### config.mk
export PLATFORM = sky130hd
export DESIGN_NAME = la_spram_req_ctrl
export DESIGN_NICKNAME = d
export VERILOG_FILES = /design/src/rtl/la_spram_pkg.sv /design/src/rtl/la_spram_rspfifo.sv /design/src/rtl/la_spram_req_ctrl.sv
export SDC_FILE = /design/constraint.sdc
export NUM_CORES = 1
export LEC_CHECK = 0
export BUFFER_PORTS_ARGS = -buffer_cell sky130_fd_sc_hd__buf_2
export CELL_PAD_IN_SITES_DETAIL_PLACEMENT = 1
export CELL_PAD_IN_SITES_GLOBAL_PLACEMENT = 2
export CORE_ASPECT_RATIO = 0.8
export CORE_UTILIZATION = 27
export CTS_CLUSTER_DIAMETER = 80
export DETAILED_ROUTE_END_ITERATION = 8
export PLACE_DENSITY = 0.79
export SETUP_SLACK_MARGIN = 0.15
export SLEW_MARGIN = 20
export SYNTH_ARGS = -nofsm -noshare
export SYNTH_HDL_FRONTEND = slang
export SYNTH_HIERARCHICAL = 1
export SYNTH_SLANG_ARGS = --single-unit
### constraint.sdc
create_clock -name clk -period 3.3 [get_ports clk]
set_input_delay 0.165 -clock clk [delete_from_list [all_inputs] [get_ports clk]]
set_output_delay 0.165 -clock clk [all_outputs]
set_load 0.03 [all_outputs]
### src/rtl/la_spram_pkg.sv
// Shared types and constants for the la_spram request front-end.
package la_spram_pkg;

    typedef enum logic {
        ST_INIT = 1'b0,
        ST_RUN  = 1'b1
    } state_t;

    localparam int unsigned RD_LAT = 1;

endpackage

### src/rtl/la_spram_rspfifo.sv
// Synchronous response FIFO with push/pop/full/empty/count.
// Pop together with push is legal whenever the FIFO is not empty.
module la_spram_rspfifo
    import la_spram_pkg::*;
#(
    parameter  int unsigned DW    = 32,
    parameter  int unsigned DEPTH = 3,
    localparam int unsigned PW    = (DEPTH > 1) ? $clog2(DEPTH) : 1,
    localparam int unsigned CW    = $clog2(DEPTH + 1)
) (
    input  logic          clk,
    input  logic          reset,
    input  logic          push,
    input  logic [DW-1:0] din,
    input  logic          pop,
    output logic [DW-1:0] dout,
    output logic          full,
    output logic          empty,
    output logic [CW-1:0] count
);

    logic [DW-1:0] mem [DEPTH];
    logic [PW-1:0] wr_ptr;
    logic [PW-1:0] rd_ptr;
    logic          do_pop;

    function automatic logic [PW-1:0] ptr_inc(input logic [PW-1:0] p);
        return (p == PW'(DEPTH - 1)) ? '0 : p + PW'(1);
    endfunction

    assign do_pop = pop && !empty;
    assign full   = (count == CW'(DEPTH));
    assign empty  = (count == '0);
    assign dout   = mem[rd_ptr];

    // Storage needs no reset; validity is tracked by count.
    always_ff @(posedge clk) begin
        if (push) begin
            mem[wr_ptr] <= din;
        end
    end

    always_ff @(posedge clk) begin
        if (reset) begin
            wr_ptr <= '0;
            rd_ptr <= '0;
            count  <= '0;
        end else begin
            if (push) begin
                wr_ptr <= ptr_inc(wr_ptr);
            end
            if (do_pop) begin
                rd_ptr <= ptr_inc(rd_ptr);
            end
            count <= count + CW'(push) - CW'(do_pop);
        end
    end

endmodule

### src/rtl/la_spram_req_ctrl.sv
// Valid/ready front-end for la_spram: optional zero-fill sweep, credit-managed
// read responses covering the macro's read latency.
module la_spram_req_ctrl
    import la_spram_pkg::*;
#(
    parameter int unsigned DW        = 32,
    parameter int unsigned AW        = 10,
    parameter int unsigned RSPDEPTH  = 3,
    parameter bit          INIT_ZERO = 1'b1
) (
    input  logic          clk,
    input  logic          reset,
    input  logic          req_valid,
    output logic          req_ready,
    input  logic          req_we,
    input  logic [AW-1:0] req_addr,
    input  logic [DW-1:0] req_wmask,
    input  logic [DW-1:0] req_wdata,
    output logic          rsp_valid,
    input  logic          rsp_ready,
    output logic [DW-1:0] rsp_data,
    output logic          init_done,
    output logic          mem_ce,
    output logic          mem_we,
    output logic [DW-1:0] mem_wmask,
    output logic [AW-1:0] mem_addr,
    output logic [DW-1:0] mem_din,
    input  logic [DW-1:0] mem_dout
);

    localparam int unsigned   OW        = $clog2(RSPDEPTH + 1);
    localparam logic [AW-1:0] LAST_ADDR = '1;

    state_t            state;
    state_t            state_nxt;
    logic [AW-1:0]     init_cnt;
    logic [OW-1:0]     occ;
    logic [OW-1:0]     occ_nxt;
    logic [OW-1:0]     fifo_count;
    logic [RD_LAT-1:0] rd_pipe;
    logic              acc;
    logic              rd_acc;
    logic              pop;
    logic              fifo_full;
    logic              fifo_empty;

    assign rsp_valid = !fifo_empty;

    // Accept decode, credit arithmetic and memory port muxing.
    always_comb begin
        acc       = !reset && (state == ST_RUN) && req_valid && req_ready;
        rd_acc    = acc && !req_we;
        pop       = rsp_valid && rsp_ready;
        occ_nxt   = occ + OW'(rd_acc) - OW'(pop);
        state_nxt = state;
        mem_ce    = acc;
        mem_we    = acc && req_we;
        mem_wmask = req_wmask;
        mem_addr  = req_addr;
        mem_din   = req_wdata;
        if (state == ST_INIT) begin
            mem_ce    = !reset;
            mem_we    = !reset;
            mem_wmask = '1;
            mem_din   = '0;
            mem_addr  = init_cnt;
            if (init_cnt == LAST_ADDR) begin
                state_nxt = ST_RUN;
            end
        end
    end

    always_ff @(posedge clk) begin
        if (reset) begin
            state     <= INIT_ZERO ? ST_INIT : ST_RUN;
            init_cnt  <= '0;
            occ       <= '0;
            rd_pipe   <= '0;
            req_ready <= 1'b0;
            init_done <= 1'b0;
        end else begin
            state <= state_nxt;
            if ((state == ST_INIT) && (init_cnt != LAST_ADDR)) begin
                init_cnt <= init_cnt + AW'(1);
            end
            occ       <= occ_nxt;
            rd_pipe   <= RD_LAT'({rd_pipe, rd_acc});
            req_ready <= (state_nxt == ST_RUN) && (occ_nxt < OW'(RSPDEPTH));
            init_done <= (state_nxt == ST_RUN);
        end
    end

    la_spram_rspfifo #(
        .DW    (DW),
        .DEPTH (RSPDEPTH)
    ) u_rspfifo (
        .clk   (clk),
        .reset (reset),
        .push  (rd_pipe[RD_LAT-1]),
        .din   (mem_dout),
        .pop   (pop),
        .dout  (rsp_data),
        .full  (fifo_full),
        .empty (fifo_empty),
        .count (fifo_count)
    );

    // Credits guarantee a free slot for every returning read.
    assert property (@(posedge clk) disable iff (reset) !(rd_pipe[RD_LAT-1] && fifo_full));
    assert property (@(posedge clk) disable iff (reset)
        32'(occ) == 32'(fifo_count) + 32'($countones(rd_pipe)));

endmodule

==> flow_metrics.py <==
metrics = {
    "power": {
        "seqPwrFrac_pct": 43.6,
        "irDropWorstVdd_uv": 311,
        "switchingPower_uw": 803,
        "combPwrFrac_pct": 6.7,
        "p_clk_share_pct": 49.7,
        "power.leakage_uw": 0.00292,
        "swShare_pct": 21.0,
        "p_int_uw": 3030,
        "power.density_nw_per_um2": 502,
    },
    "grt": {
        "overflow": 0,
        "grt_pass1_vias": 4597,
        "grt_max_degree": 48,
        "grt_pass1_wl_um": 23700,
        "grt_util_all_layers_pct": 16.1,
        "antenna_found_initial": 1,
    },
    "flow_run": {
        "cap_viol_max_count": 0,
    },
    "timing": {
        "rsz0062_at_grt": "false",
        "slew_viol_final": 0,
        "tns_ps": 0,
        "hold_viol": 0,
        "clock.fmax_mhz": 392,
        "fin_crit_sh_pct": 77.3,
        "fin_skew_ps": 7.63,
        "slew_headroom_pct": 51.3,
        "setup_violations": 0,
        "hold_ws_ps": 67.5,
        "tightest_slew_ps": 729,
        "finalCriticalPeriod_ps": 2550,
    },
    "worst_setup_path": {
        "cp_num_buf_inv": 1,
        "cp-end-kind": "register",
        "crit_arrival_ps": 2840,
        "worstPathRequired_ps": 3590,
        "critPathSlowestCell": "dfxtp_2",
        "cpPeakStageDelay_ps": 730,
        "path_depth": 8,
        "reg2reg_depth": 8,
        "critPathMaxFanout": 42,
        "critPathTopFamily": "flip-flops",
        "cp-start-kind": "register",
        "setup.worst_path.class": "reg2reg",
        "crit_chain": "nand2_1 > or3_1 > ha_1 > inv_1 > ha_1 > xnor2_1 > xnor2_1 > a211oi_1",
    },
    "route": {
        "num_vias": 4210,
        "routedWlPerCell_um": 16.2,
        "drtIter0Drc": 140,
        "drt-total-wl_um": 15300,
        "vias_per_cell": 4.45,
        "drcViolationCount": 0,
        "first_pass_iters": 4,
        "antenna_left": 0,
    },
    "floorplanning": {
        "core_area_um2": 19000,
        "rows": 45,
        "die_area_um2": 20000,
        "io_pins": 222,
        "die_h_um": 127,
        "initial_core_util_pct": 27.6,
        "die_w_um": 158,
    },
    "finish": {
        "finalCoreUtilization_pct": 40.1,
        "fillers": 2129,
        "drive_gt1_share_pct": 40.9,
        "syn_to_final_growth_pct": 45.0,
        "fin_nets": 789,
    },
    "synth": {
        "syn_area_um2": 5260,
        "avgSynthCellArea_um2": 12.5,
        "syn_nets": 535,
        "ys_warn_count": 6,
        "syn_inst": 420,
    },
    "min_path": {
        "min_delay_path_depth": 3,
        "hold_path.class": "in2reg",
    },
    "clock_network": {
        "ctsLongestPathBuffers": 2,
        "cts.sink_count": 119,
        "cts_tree": "yes",
        "clk_latency_ps": 410,
        "root_buffer": "clkbuf_16",
        "cts-htree-levels": 4,
        "cts_buffers": 17,
        "clkTransAtPathRegs_ps": 50,
    },
    "place": {
        "dp_hpwl_um": 11000,
        "io_buffers": 221,
        "gp_congestion": 0.977,
    },
    "outcome": {
        "status": "finished clean",
    },
}
==> layout by cell type (no fill, tap or decap), types with 3 or more instances in the layout <==
master	instances
dfxtp_2	3
mux2_2	13
o21ai_0	36
inv_1	5
dfxtp_1	20
a211oi_1	4
mux2i_1	32
nand2b_1	32
and2_1	33
bufinv_16	4
clkbuf_16	17
nor2_1	11
buf_4	5
nand2_1	48
ha_1	4
edfxtp_1	96
a31oi_1	3
nor2b_1	8
a21oi_1	10
dlygate4sd3_1	33
buf_2	221
clkinvlp_4	5
==> sequential cells by signal (all words and copies together), names as in the netlist, named ones only <==
name / flops
u_rspfifo/mem: 96
state: 1
u_rspfifo/wr_ptr: 2
rd_pipe: 1
init_cnt: 10
u_rspfifo/rd_ptr: 2
u_rspfifo/count: 2
req_ready: 1
occ: 2
==> area by class of cell <==
class,count,area [um^2],area share (%)
Sequential cell,119,3350,43.9
Timing Repair Buffer,261,1520,20.0
Clock buffer,19,433,5.68
Inverter,5,18.8,0.246
Clock inverter,13,179,2.35
Tap cell,258,323,4.24
Multi-Input combinational cell,270,1800,23.6
Antenna cell,1,2.50,0.0328
==> worst min-delay path, cell delays in order <==
cell	delay, ps
buf_2	110
nand2_1	90
nor3_1	70
==> path summary, 6_finish.rpt <==
path | slack, ps | endpoint | from
worst max-delay path | 750 | req_ready | state
worst min-delay path | 70 | rd_pipe | req_valid
worst max register to register | 750 | req_ready | state
worst min register to register | 510 | register | u_rspfifo/rd_ptr[0]
==> metrics by stage <==
| step | setup WS (ps) | instance area (um^2) | total power (uW) | std cells |
|---|---|---|---|---|
| 5_1_grt | 598 | 7620 | 3970 | 946 |
| 2_1_floorplan | 1040 | 5260 | 1810 | 420 |
| 6_report | 748 | 7620 | 3830 | 946 |
| 4_1_cts | 736 | 7590 | 3880 | 944 |
| 3_3_place_gp | 1070 | 6650 | 1920 | 879 |
| 3_5_place_dp | 799 | 6650 | 1930 | 879 |
==> power groups by stage <==
stage,sequential [uW],clock [uW],combinational [uW]
4_1_cts,1670,1950,258
5_1_grt,1670,2010,280
2_1_floorplan,1680,0,127
3_3_place_gp,1700,0,218
6_report,1670,1900,255
3_5_place_dp,1700,0,225
==> metal layers <==
metal / share of wire, % / vias to the layer above / GRT usage [%]
li1: - / 2027 / -
met1: 39 / 2010 / 17.0
met2: 52 / 147 / 28.9
met3: 5.3 / 26 / 4.78
met4: 3.5 / 0 / 8.60
met5: 0 / - / 0
==> what timing repair did <==
action | in CTS | in global routing
hold buffers | 33 | 0
hold endpoints to repair | 97 | 0
buffers inserted | 0 | 0
resized for setup | 0 | 0
Note: power is estimated with default switching activity, not from simulation.
